### src/rtl/exec_unit_if.sv
// -----------------------------------------------------------------------------
// exec_unit_if
// Bundles the request side (start/op/operands/destination) and the register
// file write-back side (d_out/dr/ld) plus the status flags of exec_unit.
//
// Signals:
//   start  - request, sampled by exec_unit only while idle
//   op     - 3-bit opcode, sampled with start
//   a, b   - operands (register file OUTA/OUTB), sampled with start
//   dr_in  - destination register, sampled with start
//   busy   - high while an operation is in flight
//   d_out  - write data to register file D_in
//   dr     - write address to register file DR
//   ld     - one-cycle write strobe
//   z,n,c  - registered zero/negative/carry flags
//
// Modports:
//   master - the requester (drives request, observes results)
//   slave  - exec_unit itself
// -----------------------------------------------------------------------------
interface exec_unit_if #(
    parameter int WIDTH  = 8,
    parameter int ADDR_W = 3
);
    logic              start;
    logic [2:0]        op;
    logic [WIDTH-1:0]  a;
    logic [WIDTH-1:0]  b;
    logic [ADDR_W-1:0] dr_in;
    logic              busy;
    logic [WIDTH-1:0]  d_out;
    logic [ADDR_W-1:0] dr;
    logic              ld;
    logic              z;
    logic              n;
    logic              c;

    modport master (
        output start, op, a, b, dr_in,
        input  busy, d_out, dr, ld, z, n, c
    );

    modport slave (
        input  start, op, a, b, dr_in,
        output busy, d_out, dr, ld, z, n, c
    );
endinterface

### src/rtl/exec_unit.sv
// -----------------------------------------------------------------------------
// exec_unit
// Multi-cycle execute/write-back stage behind the 8x8 register file. Takes the
// two read-port operands, performs one ALU operation (or an iterative
// shift-add multiply) and drives the register file write port with a single
// cycle ld pulse. Keeps a registered Z/N/C flag set, updated when the
// write-back state is left.
//
// Ports:
//   clk      - clock, all state changes on the rising edge
//   reset_n  - asynchronous active-low reset, aborts any operation in flight
//   bus      - exec_unit_if.slave (start/op/a/b/dr_in in; busy/d_out/dr/ld/z/n/c out)
//
// Configuration macro:
//   EXEC_MUL_EN - when defined, opcode 3'b111 is an 8-cycle shift-add multiply
//                 (low WIDTH bits of a*b, c = high half non-zero). When not
//                 defined, opcode 3'b111 is MOV (result = b, c = 0) through the
//                 normal single-cycle execute path.
//
// States: IDLE -> EXEC -> WB -> IDLE, or IDLE -> MUL (x WIDTH) -> WB -> IDLE.
// -----------------------------------------------------------------------------
module exec_unit #(
    parameter int WIDTH  = 8,
    parameter int ADDR_W = 3
) (
    input  logic      clk,
    input  logic      reset_n,
    exec_unit_if.slave bus
);

    localparam int CNT_W = $clog2(WIDTH);

    typedef enum logic [1:0] {
        IDLE = 2'd0,
        EXEC = 2'd1,
`ifdef EXEC_MUL_EN
        MUL  = 2'd2,
`endif
        WB   = 2'd3
    } state_t;

    state_t            state_r;
    logic [2:0]        op_r;
    logic [WIDTH-1:0]  a_r;
    logic [WIDTH-1:0]  b_r;
    logic [ADDR_W-1:0] dr_lat_r;
    logic              cy_r;
    logic [WIDTH-1:0]  d_out_r;
    logic [ADDR_W-1:0] dr_r;
    logic              ld_r;
    logic              busy_r;
    logic              z_r;
    logic              n_r;
    logic              c_r;
    logic [WIDTH:0]    alu_s;

`ifdef EXEC_MUL_EN
    logic [2*WIDTH-1:0] acc_r;
    logic [CNT_W-1:0]   cnt_r;
    logic [2*WIDTH-1:0] acc_next_s;
    logic               mul_done_s;
`endif

    // Single-cycle ALU. Returns {carry, result}. Shifts put the last bit
    // shifted out in the carry position, which is naturally 0 for a zero shift.
    function automatic logic [WIDTH:0] alu_f(
        input logic [2:0]       op_v,
        input logic [WIDTH-1:0] a_v,
        input logic [WIDTH-1:0] b_v
    );
        logic [WIDTH:0] r;
        logic [WIDTH:0] t;
        logic [2:0]     sh;
        sh = b_v[2:0];
        t  = {(WIDTH+1){1'b0}};
        case (op_v)
            3'b000: r = {1'b0, a_v} + {1'b0, b_v};
            3'b001: r = {1'b0, a_v} - {1'b0, b_v};   // bit WIDTH is the borrow
            3'b010: r = {1'b0, a_v & b_v};
            3'b011: r = {1'b0, a_v | b_v};
            3'b100: r = {1'b0, a_v ^ b_v};
            3'b101: r = {1'b0, a_v} << sh;
            3'b110: begin
                // Extra LSB catches the last bit shifted out to the right.
                t = {a_v, 1'b0} >> sh;
                r = {t[0], t[WIDTH:1]};
            end
            3'b111: r = {1'b0, b_v};                  // MOV (multiply uses MUL state)
            default: r = {(WIDTH+1){1'b0}};
        endcase
        return r;
    endfunction

    // ALU result for the latched operation.
    always_comb begin
        alu_s = alu_f(op_r, a_r, b_r);
    end

`ifdef EXEC_MUL_EN
    // One shift-add step: add a << cnt when multiplier bit cnt is set.
    always_comb begin
        acc_next_s = acc_r;
        if (b_r[cnt_r]) begin
            acc_next_s = acc_r + ({{WIDTH{1'b0}}, a_r} << cnt_r);
        end else begin
            acc_next_s = acc_r;
        end
        mul_done_s = (cnt_r == CNT_W'(WIDTH - 1));
    end
`endif

    // Control FSM with registered outputs and flags.
    always_ff @(posedge clk or negedge reset_n) begin
        if (!reset_n) begin
            state_r  <= IDLE;
            op_r     <= 3'b000;
            a_r      <= {WIDTH{1'b0}};
            b_r      <= {WIDTH{1'b0}};
            dr_lat_r <= {ADDR_W{1'b0}};
            cy_r     <= 1'b0;
            d_out_r  <= {WIDTH{1'b0}};
            dr_r     <= {ADDR_W{1'b0}};
            ld_r     <= 1'b0;
            busy_r   <= 1'b0;
            z_r      <= 1'b0;
            n_r      <= 1'b0;
            c_r      <= 1'b0;
`ifdef EXEC_MUL_EN
            acc_r    <= {(2*WIDTH){1'b0}};
            cnt_r    <= {CNT_W{1'b0}};
`endif
        end else begin
            case (state_r)
                IDLE: begin
                    ld_r <= 1'b0;
                    if (bus.start) begin
                        op_r     <= bus.op;
                        a_r      <= bus.a;
                        b_r      <= bus.b;
                        dr_lat_r <= bus.dr_in;
                        busy_r   <= 1'b1;
`ifdef EXEC_MUL_EN
                        if (bus.op == 3'b111) begin
                            state_r <= MUL;
                            acc_r   <= {(2*WIDTH){1'b0}};
                            cnt_r   <= {CNT_W{1'b0}};
                        end else begin
                            state_r <= EXEC;
                        end
`else
                        state_r  <= EXEC;
`endif
                    end else begin
                        busy_r <= 1'b0;
                    end
                end
                EXEC: begin
                    cy_r    <= alu_s[WIDTH];
                    d_out_r <= alu_s[WIDTH-1:0];
                    dr_r    <= dr_lat_r;
                    ld_r    <= 1'b1;
                    state_r <= WB;
                end
`ifdef EXEC_MUL_EN
                MUL: begin
                    acc_r <= acc_next_s;
                    if (mul_done_s) begin
                        cy_r    <= |acc_next_s[2*WIDTH-1:WIDTH];
                        d_out_r <= acc_next_s[WIDTH-1:0];
                        dr_r    <= dr_lat_r;
                        ld_r    <= 1'b1;
                        state_r <= WB;
                    end else begin
                        cnt_r <= cnt_r + CNT_W'(1);
                    end
                end
`endif
                WB: begin
                    // Flags follow the written result, visible after ld.
                    ld_r    <= 1'b0;
                    busy_r  <= 1'b0;
                    z_r     <= (d_out_r == {WIDTH{1'b0}});
                    n_r     <= d_out_r[WIDTH-1];
                    c_r     <= cy_r;
                    state_r <= IDLE;
                end
                default: begin
                    ld_r    <= 1'b0;
                    busy_r  <= 1'b0;
                    state_r <= IDLE;
                end
            endcase
        end
    end

    assign bus.busy  = busy_r;
    assign bus.d_out = d_out_r;
    assign bus.dr    = dr_r;
    assign bus.ld    = ld_r;
    assign bus.z     = z_r;
    assign bus.n     = n_r;
    assign bus.c     = c_r;

endmodule

### src/flat_wrapper.sv
// flat-port wrapper written by rule: the top's interface ports become plain ports
module exec_unit_flat 
#(
    parameter int WIDTH  = 8,
    parameter int ADDR_W = 3
)
  (clk, reset_n, bus_start, bus_op, bus_a, bus_b, bus_dr_in, bus_busy, bus_d_out, bus_dr, bus_ld, bus_z, bus_n, bus_c);
  exec_unit_if #(.WIDTH(WIDTH), .ADDR_W(ADDR_W)) bus_i ();
  input  logic clk;
  input  logic reset_n;
  input wire logic [$bits(bus_i.start)-1:0] bus_start;
  input wire logic [$bits(bus_i.op)-1:0] bus_op;
  input wire logic [$bits(bus_i.a)-1:0] bus_a;
  input wire logic [$bits(bus_i.b)-1:0] bus_b;
  input wire logic [$bits(bus_i.dr_in)-1:0] bus_dr_in;
  output wire logic [$bits(bus_i.busy)-1:0] bus_busy;
  output wire logic [$bits(bus_i.d_out)-1:0] bus_d_out;
  output wire logic [$bits(bus_i.dr)-1:0] bus_dr;
  output wire logic [$bits(bus_i.ld)-1:0] bus_ld;
  output wire logic [$bits(bus_i.z)-1:0] bus_z;
  output wire logic [$bits(bus_i.n)-1:0] bus_n;
  output wire logic [$bits(bus_i.c)-1:0] bus_c;
  assign bus_i.start = bus_start;
  assign bus_i.op = bus_op;
  assign bus_i.a = bus_a;
  assign bus_i.b = bus_b;
  assign bus_i.dr_in = bus_dr_in;
  assign bus_busy = bus_i.busy;
  assign bus_d_out = bus_i.d_out;
  assign bus_dr = bus_i.dr;
  assign bus_ld = bus_i.ld;
  assign bus_z = bus_i.z;
  assign bus_n = bus_i.n;
  assign bus_c = bus_i.c;
  exec_unit #(.WIDTH(WIDTH), .ADDR_W(ADDR_W)) u_core (.clk(clk), .reset_n(reset_n), .bus(bus_i));
endmodule
### config.mk
export PLATFORM = sky130hd
export DESIGN_NAME = exec_unit_flat
export DESIGN_NICKNAME = d
export VERILOG_FILES = /design/src/rtl/exec_unit_if.sv /design/src/rtl/exec_unit.sv /design/src/flat_wrapper.sv
export SDC_FILE = /design/constraint.sdc
export NUM_CORES = 1
export LEC_CHECK = 0
export BUFFER_PORTS_ARGS = -buffer_cell sky130_fd_sc_hd__buf_4
export CAP_MARGIN = 20
export CORE_ASPECT_RATIO = 0.7
export CORE_MARGIN = 2
export CORE_UTILIZATION = 59
export DETAILED_ROUTE_END_ITERATION = 8
export PLACE_DENSITY = 0.87
export SLEW_MARGIN = 30
export SYNTH_ARGS = -nofsm -noshare
export SYNTH_HDL_FRONTEND = slang
export SYNTH_SLANG_ARGS = --single-unit
### constraint.sdc
create_clock -name clk -period 3.5 [get_ports clk]
set_input_delay 0.35 -clock clk [delete_from_list [all_inputs] [get_ports clk]]
set_output_delay 0.35 -clock clk [all_outputs]
set_load 0.01 [all_outputs]
==> impl_metrics.py, run 1 <==
metrics = {
    "cts": {
        "clkTransAtPathRegs_ns": 0.08,
        "cts_root_buffer": "clkbuf_8",
        "postCtsSetupRepairBufs": 0,
        "tritoncts": "yes",
        "cts_sinks": 41,
        "htree_levels": 2,
        "cts_buffers": 5,
        "clock_path_buffers": 2,
        "postCtsHoldBufs": 0,
        "clkLatencyLatePin_ns": 0.30,
        "post_cts_resized": 0,
    },
    "floorplan": {
        "die_area_um2": 6024,
        "core-area_um2": 5230,
        "die_x_um": 91.91,
        "die_h_um": 65.54,
        "io_pins": 41,
        "initial_core_util_pct": 61.03,
        "num_rows": 22,
    },
    "setup_path": {
        "worstSetupPathType": "flop to flop",
        "critPathRequiredTime_ns": 3.72,
        "worstRegToRegCells": 11,
        "path_max_fanout": 9,
        "crit_end": "u_core.cy_r",
        "critPathLaunch": "u_core.b_r[1]",
        "r2r_slack_ns": 0.77,
        "rr_endpoint": "u_core.cy_r",
        "critPathLaunchType": "flop",
        "r2r-start": "u_core.b_r[1]",
        "endpoint_kind": "flop",
        "worst-endpoint-arrival_ns": 2.95,
    },
    "global_route": {
        "grt_pass1_vias": 2781,
        "grt_max_degree": 42,
        "met1_usage_pct": 44.53,
        "grt.overflow.total": 0,
        "gr-usage-met2_pct": 45.31,
        "grt.total_usage_pct": 30.52,
        "antenna_found_initial": 0,
        "busiest_layer": "met2",
        "grt_pass1_wl_um": 14080,
        "grtUsageMet3_pct": 8.257,
    },
    "logic_synthesis": {
        "synth_cells": 361,
        "synth_top_area_share_pct": 32.14,
        "yosysTopAreaCell": "dfrtp_1",
        "async_flop_share_pct": 100.0,
        "synth_area_leaders": "dfrtp_1, ha_1, o21ai_0",
        "synth_edf_count": 0,
        "synth_warnings": 0,
        "synth_ff_type": "dfrtp_1",
        "synth.avg_cell_area_um2": 8.842,
        "yosysSeqAreaShare_pct": 32.14,
        "syn_area_um2": 3192,
        "mappedNetlistNets": 413,
        "synth_seq_cells": 41,
        "yosysUniqueCellTypes": 61,
    },
    "timing": {
        "rsz0062_at_grt": "no",
        "drv_slew": 0,
        "worst_pin_slew_ns": 0.8598,
        "finalSetupTns_ns": 0,
        "post-route-period-util_pct": 78.02,
        "finalSetupViolations": 0,
        "max_freq_ghz": 0.3662,
        "relSlewSlack_pct": 41.20,
        "hold_viol": 0,
        "fin_crit_ns": 2.731,
        "fin_skew_ns": 0.003681,
    },
    "power_and_ir_drop": {
        "ir_drop_uv": 562.7,
        "p_leak_uw": 0.001619,
        "power_density_nw_per_um2": 1152,
        "total_power_uw": 4202,
    },
    "layout": {
        "layout_commonest_cell": "buf_4",
        "final.fill_count": 452,
        "syn_to_final_growth_pct": 14.27,
        "drive_above_1_share_pct": 20.30,
        "final_cell_mix": "buf_4, nand2_1, o21ai_0, dfrtp_1, nor2_1",
        "layout.nets": 451,
        "stdcell_area_um2": 3647,
        "n_antenna_cell": 0,
    },
    "flow_run": {
        "max_cap_violations": 0,
    },
    "place": {
        "place_area_um2": 3561,
        "gp_congestion": 0.9446,
        "port_buffers": 40,
        "dp_hpwl_um": 6328,
    },
    "route": {
        "ant_nets": 0,
        "viasPerCell": 6.246,
        "detailroute.via_count": 2942,
        "first_pass_iters": 5,
        "drtIter0Drc": 272,
        "routed_wl_um": 8609,
        "drc": 0,
        "wl_per_cell_um": 18.28,
    },
    "hold_path": {
        "hp-class": "primary input to async pin",
    },
    "run_status": {
        "status": "finished clean",
    },
}
-- flip-flops by register name, summed over array words and instances, names as in the netlist --
register / cells
u_core.a_r: 8
u_core.b_r: 8
u_core.bus.busy: 1
u_core.bus.c: 1
u_core.bus.d_out: 8
u_core.bus.dr: 3
u_core.bus.ld: 1
u_core.bus.n: 1
u_core.bus.z: 1
u_core.cy_r: 1
u_core.dr_lat_r: 3
u_core.op_r: 3
u_core.state_r: 2
-- worst max-delay path, cell delays in order (launching register included) --
cell and delay [ns]:
dfrtp_1 0.50, inv_1 0.11, ha_1 0.21, and3_1 0.21
a31oi_1 0.21, xnor2_1 0.15, ha_1 0.28, or2_2 0.30
a21oi_1 0.15, a31oi_1 0.07, or3_1 0.38, o211ai_1 0.08
-- cell type report --
type	instances	area [um^2]	area share, %
Multi-Input combinational cell	277	1972	54.07
Sequential cell	41	1026	28.13
Inverter	22	82.58	2.264
Clock buffer	7	86.33	2.367
Timing Repair Buffer	52	390.4	10.70
Tap cell	72	90.09	2.470
-- cell families (layout without fill, tap and decap cells) --
group | Yosys count | after routing | share of synthesized area [%]
compound gates | 105 | 105 | 21.84
fa+ha+maj | 27 | 27 | 10.82
xor+xnor | 7 | 7 | 1.921
mux | 21 | 21 | 8.977
flops | 41 | 41 | 32.14
buf+inv | 43 | 81 | 6.233
simple gates | 117 | 117 | 18.07
-- power breakdown --
part | switching, uW | total [uW] | internal [uW]
clock | 163 | 320 | 157
sequential | 314 | 1020 | 707
combinational | 1580 | 2860 | 1280
total | 2060 | 4200 | 2140
-- worst min-delay path by stage --
| stage | from | end | cells after the start |
|---|---|---|---|
| after floorplan | reset_n | u_core.a_r[0] | 0 |
| after global placement | reset_n | u_core.bus.n | 1 |
| after detailed placement | reset_n | u_core.bus.c | 1 |
| after CTS | reset_n | u_core.bus.c | 1 |
| after global routing | reset_n | u_core.bus.n | 1 |
| final | reset_n | u_core.bus.c | 1 |
-- metal layers --
metal	up-vias	routed length, um
li1	1384	-
met1	1384	4007
met2	159	3634
met3	15	861
met4	0	106
met5	-	0
-- stage by stage --
step	worst slack [ns]	util, %	instances	hold slack [ns]
floorplan	0.7612	-	361	0.05441
global placement	0.9087	68.09	464	0.3636
detailed placement	0.7912	68.09	464	0.3655
CTS	0.7669	69.74	471	0.04258
global route	0.5419	69.74	471	0.06578
finish	0.7693	69.74	471	0.02166
-- synth_stat cells (4+ instances only) --
master,count
mux2_2,11
o21ai_0,41
a22oi_1,4
xnor2_1,7
nor2b_1,6
mux2i_1,5
inv_1,20
a211oi_1,5
mux4_2,5
nand2b_1,4
nor3b_1,4
nand2_1,43
o211ai_1,6
dfrtp_1,41
ha_1,26
nor2_1,27
buf_2,6
a31oi_1,7
a21oi_1,9
nand3_1,5
nor3_1,5
clkbuf_1,10
nand3b_1,5
(Power assumes the default switching activity.)
==> run 2: changes to the inputs <==
--- a/config.mk
+++ b/config.mk
@@ -5,6 +5,7 @@
 export SDC_FILE = /design/constraint.sdc
 export NUM_CORES = 1
 export LEC_CHECK = 0
+export ABC_AREA = 1
 export BUFFER_PORTS_ARGS = -buffer_cell sky130_fd_sc_hd__buf_4
 export CAP_MARGIN = 20
 export CORE_ASPECT_RATIO = 0.7
==> constraint.sdc (replaced) <==
create_clock -name clk -period 2.7 [get_ports clk]
set_input_delay 0.27 -clock clk [delete_from_list [all_inputs] [get_ports clk]]
set_output_delay 0.27 -clock clk [all_outputs]
set_load 0.01 [all_outputs]
==> run 2 against run 1 <==
Compared with the run above:
- clock-buffer cell count shrank 2
- die area grew 4.8%
- design area grew 5.1%
- sequential share of layout area shrank 1.3 points
- sequential power grew 24%
- register-to-register slack lost 0.45 ns
- final cell count grew 27%
- flip-flop and latch count is the same
- non-clock buffer count grew 2
- critical path depth grew 3
- largest power group unchanged
- highest routed layer unchanged
==> impl_metrics.py, run 2 <==
metrics = {
    "run_status": {
        "status": "finished clean",
    },
    "global_route": {
        "grt_pass1_wl_um": 15760,
        "antenna_found_initial": 0,
        "grt_pass1_vias": 3217,
        "busiest_layer": "met2",
        "grt_max_degree": 42,
        "grt.total_usage_pct": 33.26,
        "grt.overflow.total": 0,
        "met1_usage_pct": 47.76,
        "gr-usage-met2_pct": 48.75,
        "grtUsageMet3_pct": 8.937,
    },
    "logic_synthesis": {
        "synth.avg_cell_area_um2": 6.986,
        "synth_edf_count": 0,
        "synth_cells": 480,
        "yosysTopAreaCell": "dfrtp_1",
        "async_flop_share_pct": 100.0,
        "syn_area_um2": 3353,
        "yosysSeqAreaShare_pct": 30.60,
        "mappedNetlistNets": 532,
        "synth_area_leaders": "dfrtp_1, nand2_1, ha_1",
        "yosysMostFrequentCell": "nand2_1",
        "synthTopCellsByCount": "nand2_1, nor2_1, nand3_1",
        "yosysUniqueCellTypes": 34,
        "synth_top_area_share_pct": 30.60,
        "synth_ff_type": "dfrtp_1",
        "synth_seq_cells": 41,
        "synth_warnings": 0,
    },
    "timing": {
        "relSlewSlack_pct": 45.06,
        "max_freq_ghz": 0.4200,
        "rsz0062_at_grt": "no",
        "finalSetupViolations": 0,
        "fin_skew_ns": 0.005483,
        "fin_crit_ns": 2.381,
        "worst_pin_slew_ns": 0.8222,
        "finalSetupTns_ns": 0,
        "post-route-period-util_pct": 88.19,
        "drv_slew": 0,
        "hold_viol": 0,
    },
    "layout": {
        "n_antenna_cell": 0,
        "final.fill_count": 452,
        "drive_above_1_share_pct": 17.84,
        "final_cell_mix": "nand2_1, nor2_1, buf_4, nand3_1, inv_1",
        "postLayoutCoreUtil_pct": 71.45,
        "layout_commonest_cell": "nand2_1",
        "syn_to_final_growth_pct": 14.37,
        "layout.nets": 578,
    },
    "setup_path": {
        "cp_common_cell": "nand2_1",
        "worstSetupPathType": "flop to flop",
        "worst-endpoint-arrival_ns": 2.59,
        "crit_slowest_cell": "dfrtp_2",
        "slowest_delay_ns": 0.50,
        "worstPathCellList": "inv_2 > ha_1 > nand3_1 > o31ai_1 > xor2_1 > ha_1 > nand2_1 > inv_1 > a21oi_1 > nand3b_1 > nand3_1 > nand2_1 > nand2_1 > nand2_1",
        "endpoint_kind": "flop",
        "critPathRequiredTime_ns": 2.90,
        "path_max_fanout": 9,
        "worst-path-buf-inv": 2,
        "critPathLaunch": "u_core.b_r[1]",
        "critPathLaunchType": "flop",
        "cpLargestDelayFamily": "simple AND/OR/NAND/NOR gates",
        "r2r-start": "u_core.b_r[1]",
    },
    "cts": {
        "cts_buffers": 5,
        "htree_levels": 2,
        "cts_sinks": 41,
        "clock_path_buffers": 2,
        "cts_root_buffer": "clkbuf_8",
        "tritoncts": "yes",
        "clkTransAtPathRegs_ns": 0.09,
        "clkLatencyLatePin_ns": 0.31,
        "postCtsSetupRepairBufs": 0,
    },
    "place": {
        "dp_hpwl_um": 7272,
        "gp_congestion": 0.9970,
        "port_buffers": 40,
    },
    "route": {
        "viasPerCell": 5.616,
        "drtIter0Drc": 259,
        "first_pass_iters": 6,
        "routed_wl_um": 9498,
        "wl_per_cell_um": 15.86,
        "detailroute.via_count": 3364,
        "ant_nets": 0,
        "drc": 0,
    },
    "flow_run": {
        "max_cap_violations": 0,
    },
    "floorplan": {
        "io_pins": 41,
        "core-area_um2": 5368,
        "num_rows": 22,
        "initial_core_util_pct": 62.47,
        "die_h_um": 67.08,
        "die_x_um": 94.11,
        "die_area_um2": 6312,
    },
    "power_and_ir_drop": {
        "ir_drop_uv": 777.4,
        "p_leak_uw": 0.002090,
        "power_density_nw_per_um2": 1466,
    },
    "hold_path": {
        "hp-start": "bus_dr_in[1]",
        "hp-class": "primary input to flop",
    },
}
run 2: worst register-to-register path: cells and delay by family (launching register included):
family          cells  cell delay (ns)
buf+inv             2             0.13
compound gates      2             0.44
simple gates        7             0.55
xor+xnor            1             0.18
flops               1             0.50
fa+ha+maj           2             0.48
run 2: where the power goes:
| group | leakage, uW | switching (uW) | internal (uW) |
|---|---|---|---|
| registers | 0.000473 | 351 | 912 |
| logic | 0.00157 | 2490 | 1430 |
| clock network | 0.0000447 | 257 | 187 |
run 2: layout make-up:
type | count | area [um^2] | area share, %
inverter | 58 | 230.2 | 6.003
sequential | 41 | 1027 | 26.79
timing repair buffer | 54 | 407.9 | 10.64
tap | 72 | 90.09 | 2.349
multi-input combinational | 366 | 1986 | 51.78
clock inverter | 3 | 25.02 | 0.6525
clock buffer | 5 | 68.82 | 1.794
run 2: timing repair:
| item | CTS | global route |
|---|---|---|
| endpoints found under the hold margin | 41 | 0 |
| setup endpoints to repair | 0 | 1 |
| hold buffers | 1 | 0 |
| gates resized for setup | 0 | 1 |
run 2: per-stage QoR:
| step | instances | power (uW) | cell area (um^2) | setup slack (ns) | hold WS [ns] |
|---|---|---|---|---|---|
| final | 599 | 5623 | 3835 | 0.3188 | 0.1897 |
| after global routing | 599 | 6186 | 3835 | 0.02059 | 0.1797 |
| after CTS | 599 | 5530 | 3834 | 0.2584 | 0.1911 |
| after detailed placement | 590 | 5062 | 3730 | 0.3144 | 0.2751 |
| after global placement | 590 | 4967 | 3730 | 0.3458 | 0.2733 |
| after floorplan | 480 | 3981 | 3353 | 0.3909 | -0.02559 |
run 2: metal layers:
| metal | vias to the layer above | routed length (um) |
|---|---|---|
| li1 | 1630 | - |
| met1 | 1558 | 4465 |
| met2 | 155 | 3965 |
| met3 | 21 | 843 |
| met4 | 0 | 223 |
| met5 | - | 0 |
run 2: worst paths after layout:
path / cells past startpoint / slack, ns / to
worst max-delay path: 14 / 0.32 / u_core.bus.d_out[7]
worst max register to register: 14 / 0.32 / u_core.bus.d_out[7]
max in group asynchronous: 2 / 1.84 / u_core.b_r[1]
min in group asynchronous: 2 / 0.48 / u_core.op_r[2]
worst min-delay path: 2 / 0.19 / u_core.dr_lat_r[1]
worst min register to register: 2 / 0.49 / u_core.bus.dr[1]
run 2: cells by family after synthesis:
family,after synthesis,synth area share (%)
flip-flops,41,30.60
XOR/XNOR,8,2.090
adder cells (fa/ha/maj),27,10.30
buffers and inverters,73,10.19
multiplexers,4,1.343
AND/OR/NAND/NOR,278,37.43
AO/OA/AOI/OAI,49,8.060
